`config.mk`:
```
export PLATFORM = sky130hd
export DESIGN_NAME = uart_time_msg
export DESIGN_NICKNAME = d
export VERILOG_FILES = /design/src/rtl/uart_time_msg.sv
export SDC_FILE = /design/constraint.sdc
export NUM_CORES = 1
export LEC_CHECK = 0
export ABC_AREA = 1
export BUFFER_PORTS_ARGS = -buffer_cell sky130_fd_sc_hd__buf_2
export CAP_MARGIN = 20
export CORE_UTILIZATION = 25
export CTS_CLUSTER_DIAMETER = 40
export DETAILED_ROUTE_END_ITERATION = 10
export SYNTH_ARGS = -nofsm -noshare
export SYNTH_HDL_FRONTEND = slang
export SYNTH_SLANG_ARGS = --single-unit
```
`constraint.sdc`:
```
create_clock -name clk -period 2.2 [get_ports clk]
set_clock_uncertainty 0.05 [all_clocks]
set_input_delay 0.11 -clock clk [delete_from_list [all_inputs] [get_ports clk]]
set_output_delay 0.11 -clock clk [all_outputs]
set_load 0.005 [all_outputs]
```
`src/rtl/uart_time_msg.sv`:
```
// Snapshots BCD time on request and streams it as ASCII "HH:MM:SS" through a tx_en/din/tx_busy handshake.
// Define UART_TIME_MSG_CRLF_EN to append CR LF to every message.
module uart_time_msg #(
    parameter logic [15:0] TIMEOUT = 16'd1000
) (
    input  logic       clk,
    input  logic       rst,
    input  logic       send,
    input  logic [7:0] hour_bcd,
    input  logic [7:0] min_bcd,
    input  logic [7:0] sec_bcd,
    input  logic       tx_busy,
    output logic       tx_en,
    output logic [7:0] din,
    output logic       msg_busy,
    output logic       msg_done,
    output logic       msg_err
);

    // state | meaning
    // IDLE  | no message in flight; starts one on send or pending
    // REQ   | tx_en high, waiting for the transmitter to accept the byte
    // WAIT  | byte accepted, waiting for tx_busy to fall

    typedef enum logic [1:0] {IDLE, REQ, WAIT} state_t;

`ifdef UART_TIME_MSG_CRLF_EN
    localparam logic [3:0] LAST = 4'd9;
`else
    localparam logic [3:0] LAST = 4'd7;
`endif

    state_t      state;
    logic        pending;
    logic [3:0]  idx;
    logic [15:0] cnt;
    logic [23:0] snap;

    function automatic logic [7:0] digit(input logic [3:0] n);
        return (n <= 4'd9) ? (8'h30 + {4'h0, n}) : 8'h3F;
    endfunction

    function automatic logic [7:0] msg_byte(input logic [3:0] i, input logic [23:0] t);
        case (i)
            4'd0:       return digit(t[23:20]);
            4'd1:       return digit(t[19:16]);
            4'd2, 4'd5: return 8'h3A;
            4'd3:       return digit(t[15:12]);
            4'd4:       return digit(t[11:8]);
            4'd6:       return digit(t[7:4]);
            4'd7:       return digit(t[3:0]);
`ifdef UART_TIME_MSG_CRLF_EN
            4'd8:       return 8'h0D;
            4'd9:       return 8'h0A;
`endif
            default:    return 8'h00;
        endcase
    endfunction

    always_ff @(posedge clk or negedge rst) begin
        if (!rst) begin
            state    <= IDLE;
            pending  <= 1'b0;
            idx      <= 4'd0;
            cnt      <= 16'd0;
            snap     <= 24'd0;
            tx_en    <= 1'b0;
            din      <= 8'h00;
            msg_busy <= 1'b0;
            msg_done <= 1'b0;
            msg_err  <= 1'b0;
        end else begin
            msg_done <= 1'b0;
            msg_err  <= 1'b0;
            // Requests arriving mid-message merge into a single queued restart.
            if (send && state != IDLE)
                pending <= 1'b1;
            case (state)
                IDLE: begin
                    if (send || pending) begin
                        snap     <= {hour_bcd, min_bcd, sec_bcd};
                        pending  <= 1'b0;
                        idx      <= 4'd0;
                        cnt      <= 16'd0;
                        din      <= msg_byte(4'd0, {hour_bcd, min_bcd, sec_bcd});
                        tx_en    <= 1'b1;
                        msg_busy <= 1'b1;
                        state    <= REQ;
                    end
                end
                REQ: begin
                    if (tx_busy) begin
                        tx_en <= 1'b0;
                        cnt   <= 16'd0;
                        state <= WAIT;
                    end else if (cnt == TIMEOUT - 16'd1) begin
                        tx_en    <= 1'b0;
                        msg_err  <= 1'b1;
                        cnt      <= 16'd0;
                        msg_busy <= 1'b0;
                        state    <= IDLE;
                    end else begin
                        cnt <= cnt + 16'd1;
                    end
                end
                WAIT: begin
                    if (!tx_busy) begin
                        if (idx == LAST) begin
                            msg_done <= 1'b1;
                            msg_busy <= 1'b0;
                            state    <= IDLE;
                        end else begin
                            idx   <= idx + 4'd1;
                            din   <= msg_byte(idx + 4'd1, snap);
                            tx_en <= 1'b1;
                            cnt   <= 16'd0;
                            state <= REQ;
                        end
                    end
                end
                default: begin
                    tx_en    <= 1'b0;
                    msg_busy <= 1'b0;
                    state    <= IDLE;
                end
            endcase
        end
    end

endmodule

```
==> results of run 1 <==
==> path summary, 6_finish.rpt <==
path	slack, ns	cells after the start	from	end
max in group asynchronous	1.17	3	rst	snap[8]
min reg2reg	0.43	2	snap[16]	snap[16]
max	0.29	9	idx[0]	din[2]
min	0.002	3	min_bcd[3]	snap[11]
min in group asynchronous	0.44	3	rst	cnt[3]
max reg2reg	0.29	9	idx[0]	din[2]
==> flip-flops by register name, indices dropped and copies added (netlist names), 2 cells and up <==
name,count
idx,4
cnt,16
din,5
state,2
snap,24
==> area by class of cell <==
| type | instances | area [um^2] |
|---|---|---|
| Clock buffer | 5 | 125 |
| Fill cell | 1369 | 8830 |
| Inverter | 53 | 199 |
| Multi-Input combinational cell | 314 | 1570 |
| Sequential cell | 56 | 1400 |
| Tap cell | 172 | 215 |
| Timing Repair Buffer | 54 | 333 |
==> metal layers <==
layer	global-route usage [%]	vias to the layer above
li1	-	1513
met1	16.7	1353
met2	21.3	44
met3	2.39	5
met4	3.08	0
met5	0	-
==> Yosys cell counts (all sizes together), types with 5 or more instances <==
master	number	share of area, %
nand2	119	14
dfrtp	56	43
inv	53	6.1
nand3	44	6.9
nor2	44	6.0
nand4	24	4.6
o21ai	24	3.8
a21oi	17	2.6
buf	13	2.9
nor3	10	1.5
xor2	7	1.9
ha	6	2.3
clkbuf	5	0.61
==> repair_timing <==
| item | in CTS | in global routing |
|---|---|---|
| hold buffers | 8 | 0 |
| resized for setup | 0 | 1 |
| setup endpoints to repair | 0 | 1 |
| hold endpoints to repair | 63 | 0 |
==> power by group through the flow <==
stage / registers [mW] / logic, mW / clock network, mW
after floorplan: 1.58 / 1.47 / 0
after global placement: 1.63 / 1.90 / 0
after detailed placement: 1.64 / 1.93 / 0
after CTS: 1.62 / 1.95 / 0.769
after global routing: 1.68 / 2.21 / 0.810
final: 1.62 / 1.92 / 0.736
==> cells in the final DEF (no fill, tap or decap), types with 3 or more instances in the layout <==
cell / netlist / layout
a21o_1: 3 / 3
nand4_1: 24 / 24
clkbuf_16: 0 / 5
nor2_4: 3 / 3
o21ai_0: 23 / 23
nor2_1: 37 / 37
nor2_2: 4 / 4
xor2_1: 7 / 7
dfrtp_1: 56 / 56
buf_2: 6 / 37
nor3_1: 10 / 10
nand3_1: 43 / 43
nand2_1: 116 / 116
dlygate4sd3_1: 0 / 8
inv_1: 51 / 51
ha_1: 6 / 6
o31ai_1: 4 / 4
buf_4: 4 / 9
a21oi_1: 17 / 17
==> worst max-delay path, cell delays in order, from the launching register on <==
cell and delay, ns:
dfrtp_1 0.44, ha_1 0.27, xor2_1 0.20, buf_4 0.20, nand3_1 0.14, o21ai_0 0.20
nor2_1 0.07, nand2_1 0.07, nand2_1 0.05, a21oi_1 0.14
==> kinds of logic after synthesis <==
| kind of cell | count (synthesis) | synth area share (%) |
|---|---|---|
| AND/OR/NAND/NOR | 246 | 34.0 |
| buffers and inverters | 71 | 9.55 |
| flip-flops | 56 | 42.8 |
| AO/OA/AOI/OAI | 51 | 8.79 |
| XOR/XNOR | 9 | 2.41 |
| adder cells (fa/ha/maj) | 6 | 2.29 |
| other | 1 | 0.115 |
==> metrics.cfg, run 1 <==
[cts]
cts_tree = built
htreeDepth = 2
clockBufferDepth = 2
cts_made_buffers = 5
clkLatencyLatePin_ns = 0.29
postCtsSetupBuffers = 0
clkSinkCount = 56
cts_root_buffer = clkbuf_16
clkTransAtPathRegs_ns = 0.06

[routing]
highest_layer = met4
met3_length_um = 225
firstDrtPassIters = 4
wirelength_um = 7900
num_vias = 2915
wl_met1_um = 3870
wl_met2_um = 3720
drtAntennaViolNets = 0
drt-vias-per-instance = 4.46
drt_iter0_drc = 112
drc = 0
avgRoutedWirePerCell_um = 12.1

[power]
ir_worst_vdd_mv = 0.315
finalPower_mw = 4.28
intPower_mw = 2.42
p_leak_nw = 1.91
power_frac_clock_pct = 17.2
switching_share_pct = 43.4
p_per_area_nw_per_um2 = 1110
pwr-share-seq_pct = 38.0
power.switching_mw = 1.86
comb_power_share_pct = 44.8

[timing]
timing.final.crit_share_pct = 86.8
max_clock_freq_ghz = 0.524
fin_crit_ns = 1.91
finalHoldViolCount = 0
setup_viol = 0
worst_pin_slew_ns = 0.730
setup_ws_ns = 0.291
finalSetupTns_ns = 0
drv_slew = 0
rsz0062_at_grt = no
slew_headroom_pct = 51.4
hold_slack_ns = 0.00243

[status]
status = finished, final reports clean

[synthesis]
yosysWarnings = 0
synth_edf_count = 0
synth_flop_cell = dfrtp_1
ys_types = 33
synth-seq-cells = 56
async_flop_share_pct = 100
syn_area_per_cell_um2 = 7.44
netlist_area_um2 = 3270
yosysSeqAreaShare_pct = 42.8
synth_cells = 440

[hold_path]
hold_path_class = in2reg

[place]
place.gp.congestion = 0.879
placed_cell_area_um2 = 3630
port_buffers = 37
placed_cells_incl_taps = 641
dp_hpwl_um = 6030
dpl_worst_slack_ns = 0.213

[global_route]
grt_overflow = 0
antenna_found_initial = 0
grt_pass1_wl_um = 13400
grt_max_degree = 57
track_usage_pct = 12.7
grt_pass1_vias = 2790

[setup_path]
path_max_fanout = 12
crit_arrival_ns = 2.07
critPathRequiredTime_ns = 2.36
critPathCaptureType = flop
start_kind = flop
criticalPathCategory = reg2reg

[die]
fp.dieH_um = 116
design.core.area_um2 = 12700
rows = 41
fp.dieW_um = 116
die_area_um2 = 13600
start_util_pct = 25.8
io_pins = 40

[final_layout]
layout.cells.non_filler = 654
syn2layout_area_growth_pct = 17.4
final_core_util_pct = 30.3
drive_gt1_share_pct = 13.7
diodes = 0
layout.nets = 518
fin_area_um2 = 3840

[flow_run]
maxCapViolCount = 0

No activity file was read; power rests on OpenSTA's default activity.
==> run 2, diff against run 1 <==
--- a/config.mk
+++ b/config.mk
@@ -8,6 +8,7 @@
 export ABC_AREA = 1
 export BUFFER_PORTS_ARGS = -buffer_cell sky130_fd_sc_hd__buf_2
 export CAP_MARGIN = 20
+export CORE_MARGIN = 3
 export CORE_UTILIZATION = 25
 export CTS_CLUSTER_DIAMETER = 40
 export DETAILED_ROUTE_END_ITERATION = 10
==> constraint.sdc (replaced) <==
create_clock -name clk -period 2.3 [get_ports clk]
set_clock_uncertainty 0.05 [all_clocks]
set_input_delay 0.115 -clock clk [delete_from_list [all_inputs] [get_ports clk]]
set_output_delay 0.115 -clock clk [all_outputs]
set_load 0.005 [all_outputs]
==> metrics.cfg, run 2 (same netlist as run 1, synthesis figures left out) <==
[status]
status = finished, final reports clean

[cts]
cts_root_buffer = clkbuf_16
clkLatencyLatePin_ns = 0.29  ; about the same
cts_tree = built
cts_made_buffers = 5  ; unchanged
clkTransAtPathRegs_ns = 0.07  ; about the same
postCtsSetupBuffers = 0  ; unchanged
clockBufferDepth = 2  ; unchanged
post_cts.resized_instances = 0  ; unchanged
clkSinkCount = 56  ; unchanged
postCtsHoldBufs = 6  ; -2
htreeDepth = 2  ; unchanged

[power]
finalPower_mw = 4.11  ; -3.9%
ir_worst_vdd_mv = 0.346  ; +9.8%
p_per_area_nw_per_um2 = 1070  ; -3.5%
p_leak_nw = 1.90  ; -0.29%

[global_route]
antenna_found_initial = 0  ; unchanged
grt_max_degree = 35  ; -39%
track_usage_pct = 12.2  ; -0.52 points
grt_overflow = 0  ; unchanged
grt_pass1_vias = 2861  ; +2.5%
grt_pass1_wl_um = 14300  ; +6.3%

[setup_path]
cp_slowest_stage_delay_ns = 0.45  ; about the same
path_buf_inv = 1  ; unchanged
critPathSlowestCell = dfrtp_1
critPathRequiredTime_ns = 2.47  ; +0.11 ns
criticalPathCategory = reg2reg
crit_arrival_ns = 2.17  ; +0.10 ns
path_delay_family = simple AND/OR/NAND/NOR gates
start_kind = flop
critPathCaptureType = flop
path_max_fanout = 6  ; -6
cp_cell_sequence = ha_1 > xnor2_1 > nand2_1 > nor2_1 > nand2_1 > nand2_1 > inv_1 > nand2_1 > nand2_1 > a21oi_1
path_common_cell = nand2_1

[routing]
drt_iter0_drc = 134  ; +20%
avgRoutedWirePerCell_um = 13.0  ; +7.5%
firstDrtPassIters = 4  ; unchanged
drtAntennaViolNets = 0  ; unchanged
wirelength_um = 8480  ; +7.4%
drt-vias-per-instance = 4.58  ; +2.8%
num_vias = 2991  ; +2.6%
drc = 0  ; unchanged

[die]
die_area_um2 = 14500  ; +7.0%
rows = 41  ; unchanged
design.core.area_um2 = 12700  ; +0.40%
fp.dieW_um = 120  ; +3.4%
fp.dieH_um = 120  ; +3.4%
start_util_pct = 25.7  ; -0.10 points
io_pins = 40  ; unchanged

[timing]
setup_viol = 0  ; unchanged
drv_slew = 0  ; unchanged
worst_pin_slew_ns = 0.579  ; -0.150 ns
finalHoldViolCount = 0  ; unchanged
fin_crit_ns = 2.00  ; +0.0948 ns
setup_ws_ns = 0.296  ; +0.00519 ns
max_clock_freq_ghz = 0.499  ; -4.7%
hold_slack_ns = 0.000508  ; -0.00192 ns
rsz0062_at_grt = no
finalSetupTns_ns = 0  ; unchanged
timing.final.crit_share_pct = 87.1  ; +0.35 points
slew_headroom_pct = 61.4  ; +10 points

[flow_run]
maxCapViolCount = 0  ; unchanged

[final_layout]
fin_area_um2 = 3830  ; -0.36%
num-fill-cells = 1427  ; +4.2%
top_register = snap
diodes = 0  ; unchanged
layout.cells.non_filler = 653  ; -0.15%
largest_reg_flops = 24  ; unchanged
final_cell_mix = 116 x nand2_1, 56 x dfrtp_1, 51 x inv_1
reg.largest.list = snap x24, cnt x16, din x5
layout.nets = 515  ; -0.58%
final_common_cell = nand2_1
syn2layout_area_growth_pct = 17.0
drive_gt1_share_pct = 13.7  ; +0.028 points
final_core_util_pct = 30.1  ; -0.23 points

[place]
place.gp.congestion = 0.940  ; +7.0%
placed_cells_incl_taps = 640  ; -0.16%
placed_cell_area_um2 = 3640  ; +0.14%
port_buffers = 37  ; unchanged
dpl_worst_slack_ns = 0.319  ; +0.106 ns
dp_hpwl_um = 6530  ; +8.3%

[hold_path]
hold_path_class = in2reg

==> run 2: final timing paths <==
kind                             from  endpoint  slack [ns]  cells past startpoint
max in group asynchronous         rst  snap[11]        1.28                      3
min in group asynchronous         rst    cnt[1]        0.33                      2
hold / removal             min_bcd[0]   snap[8]      0.0005                      3
setup reg to reg               idx[0]    din[2]        0.30                     10
setup / recovery               idx[0]    din[2]        0.30                     10
hold reg to reg              snap[12]  snap[12]        0.42                      2
==> run 2: routing by layer <==
layer	routed length [um]	track usage, %	vias up
li1	-	-	1510
met1	4110	16.8	1417
met2	3900	19.5	53
met3	309	2.20	11
met4	153	3.68	0
met5	0	0	-
==> run 2: report_power, final <==
| group | leakage [nW] | switching (mW) | internal (mW) |
|---|---|---|---|
| registers | 0.717 | 0.251 | 1.31 |
| clock network | 0.0667 | 0.339 | 0.397 |
| logic | 1.12 | 1.22 | 0.597 |
| total | 1.90 | 1.81 | 2.30 |
==> run 2: area by class of cell <==
cell class | count | area [um^2] | share of cell area, %
well taps | 172 | 215 | 5.62
clock buffers | 6 | 129 | 3.36
inverters | 53 | 199 | 5.19
flip-flops and latches | 56 | 1400 | 36.6
clock inverters | 1 | 5.00 | 0.131
repair buffers | 51 | 318 | 8.30
multi-input cells | 314 | 1560 | 40.8
==> run 2: worst register-to-register path, cell delays in order (launching register included) <==
cell     delay, ns
dfrtp_1       0.45
ha_1          0.28
xnor2_1       0.35
nand2_1       0.19
nor2_1        0.16
nand2_1       0.08
nand2_1       0.07
inv_1         0.03
nand2_1       0.09
nand2_1       0.06
a21oi_1       0.12
==> run 3, diff against run 2 <==
--- a/config.mk
+++ b/config.mk
@@ -12,6 +12,7 @@
 export CORE_UTILIZATION = 25
 export CTS_CLUSTER_DIAMETER = 40
 export DETAILED_ROUTE_END_ITERATION = 10
+export HOLD_SLACK_MARGIN = 0.12
 export SYNTH_ARGS = -nofsm -noshare
 export SYNTH_HDL_FRONTEND = slang
 export SYNTH_SLANG_ARGS = --single-unit
==> metrics.cfg, run 3 (same netlist as run 1, synthesis figures left out) <==
[final_layout]
top_register = snap
layout.cells.non_filler = 674  ; +3.2%
layout.nets = 536  ; +4.1%
final_cell_mix = 116 x nand2_1, 56 x dfrtp_1, 51 x inv_1
diodes = 0  ; unchanged
final_common_cell = nand2_1
reg.largest.list = snap x24, cnt x16, din x5
num-fill-cells = 1413  ; -0.98%
fin_area_um2 = 4040  ; +5.5%
syn2layout_area_growth_pct = 23.4
drive_gt1_share_pct = 13.1  ; -0.57 points
largest_reg_flops = 24  ; unchanged

[timing]
worst_pin_slew_ns = 0.577  ; -0.00203 ns
setup_viol = 0  ; unchanged
rsz0062_at_grt = no
timing.final.crit_share_pct = 87.0  ; -0.11 points
fin_crit_ns = 2.00  ; -0.00253 ns
max_clock_freq_ghz = 0.500  ; +0.13%
slew_headroom_pct = 61.5  ; +0.14 points
drv_slew = 0  ; unchanged
finalHoldViolCount = 0  ; unchanged
finalSetupTns_ns = 0  ; unchanged
hold_slack_ns = 0.326  ; +0.325 ns

[setup_path]
critPathCaptureType = flop
path_buf_inv = 1  ; unchanged
critPathRequiredTime_ns = 2.47  ; about the same
crit_arrival_ns = 2.17  ; about the same
start_kind = flop
cp_cell_sequence = ha_1 > nand3_1 > nor2_2 > nor2_2 > o21ai_2 > inv_2 > nand2_2 > o21ai_0 > nor2_1
critPathSlowestCell = dfrtp_1
path_delay_family = simple AND/OR/NAND/NOR gates
path_max_fanout = 11  ; +5
cp_slowest_stage_delay_ns = 0.44  ; about the same
criticalPathCategory = reg2reg
path_common_cell = nor2_2

[die]
io_pins = 40  ; unchanged
design.core.area_um2 = 12700  ; unchanged
start_util_pct = 25.7  ; unchanged
fp.dieH_um = 120  ; unchanged
fp.dieW_um = 120  ; unchanged
rows = 41  ; unchanged
die_area_um2 = 14500  ; unchanged

[power]
p_per_area_nw_per_um2 = 1020  ; -4.6%
p_leak_nw = 1.99  ; +4.6%
ir_worst_vdd_mv = 0.347  ; +0.10%

[flow_run]
maxCapViolCount = 0  ; unchanged

[hold_path]
hold_path_class = in2async

[cts]
htreeDepth = 2  ; unchanged
clkSinkCount = 56  ; unchanged
clkTransAtPathRegs_ns = 0.07  ; about the same
cts_made_buffers = 5  ; unchanged
cts_root_buffer = clkbuf_16
cts_tree = built
postCtsHoldBufs = 27  ; +21
clockBufferDepth = 2  ; unchanged
post_cts.resized_instances = 0  ; unchanged
postCtsSetupBuffers = 0  ; unchanged
clkLatencyLatePin_ns = 0.29  ; about the same

[global_route]
grt_pass1_wl_um = 14500  ; +1.8%
grt_max_degree = 35  ; unchanged
track_usage_pct = 12.3  ; +0.16 points
grt_overflow = 0  ; unchanged
grt_pass1_vias = 2952  ; +3.2%
antenna_found_initial = 0  ; unchanged

[routing]
drt_iter0_drc = 141  ; +5.2%
firstDrtPassIters = 4  ; unchanged
num_vias = 3069  ; +2.6%
drc = 0  ; unchanged
drtAntennaViolNets = 0  ; unchanged
drt-vias-per-instance = 4.55  ; -0.59%
wirelength_um = 8570  ; +1.1%
avgRoutedWirePerCell_um = 12.7  ; -2.1%

[place]
placed_cells_incl_taps = 640  ; unchanged
dp_hpwl_um = 6530  ; unchanged
placed_cell_area_um2 = 3640  ; unchanged
place.gp.congestion = 0.940  ; unchanged
port_buffers = 37  ; unchanged

[status]
status = finished, final reports clean

-- run 3: cell types whose count changed in the layout (fill, tap and decap cells not counted), sizes merged --
cell	change
dlygate4sd3	+21
-- run 3: worst paths after layout --
kind	endpoint	slack [ns]	from	cells past startpoint
min	cnt[1]	0.33	rst	2
min in group clk	snap[12]	0.42	snap[12]	2
min reg2reg	snap[12]	0.42	snap[12]	2
max	cnt[5]	0.30	idx[0]	9
max in group asynchronous	snap[14]	1.28	rst	3
max reg2reg	cnt[5]	0.30	idx[0]	9
-- run 3: metrics by stage --
step / util, % / power, mW / setup slack, ns
2_1_floorplan: - / 2.92 / 0.631
3_3_place_gp: 28.6 / 3.38 / 0.357
3_5_place_dp: 28.6 / 3.42 / 0.319
4_1_cts: 31.8 / 4.21 / 0.294
5_1_grt: 31.8 / 4.58 / 0.106
6_report: 31.8 / 4.14 / 0.298
-- run 3: power by group --
group / switching (mW) / internal, mW
logic: 1.22 / 0.621
clock network: 0.338 / 0.397
registers: 0.251 / 1.31
total: 1.81 / 2.33
-- run 3: final cells by class --
class                   count  area [um^2]  area share [%]
well taps                 172          215            5.33
multi-input cells         314         1560            38.7
clock inverters             1         5.00           0.124
flip-flops and latches     56         1400            34.7
clock buffers               6          129            3.19
inverters                  53          199            4.92
repair buffers             72          528            13.1
-- run 3: metal layers --
metal | track usage (%) | wire (um) | vias up
met1 | 16.9 | 4130 | 1455
met4 | 3.82 | 153 | 0
li1 | - | - | 1549
met3 | 2.10 | 302 | 11
met5 | 0 | 0 | -
met2 | 19.8 | 3980 | 54
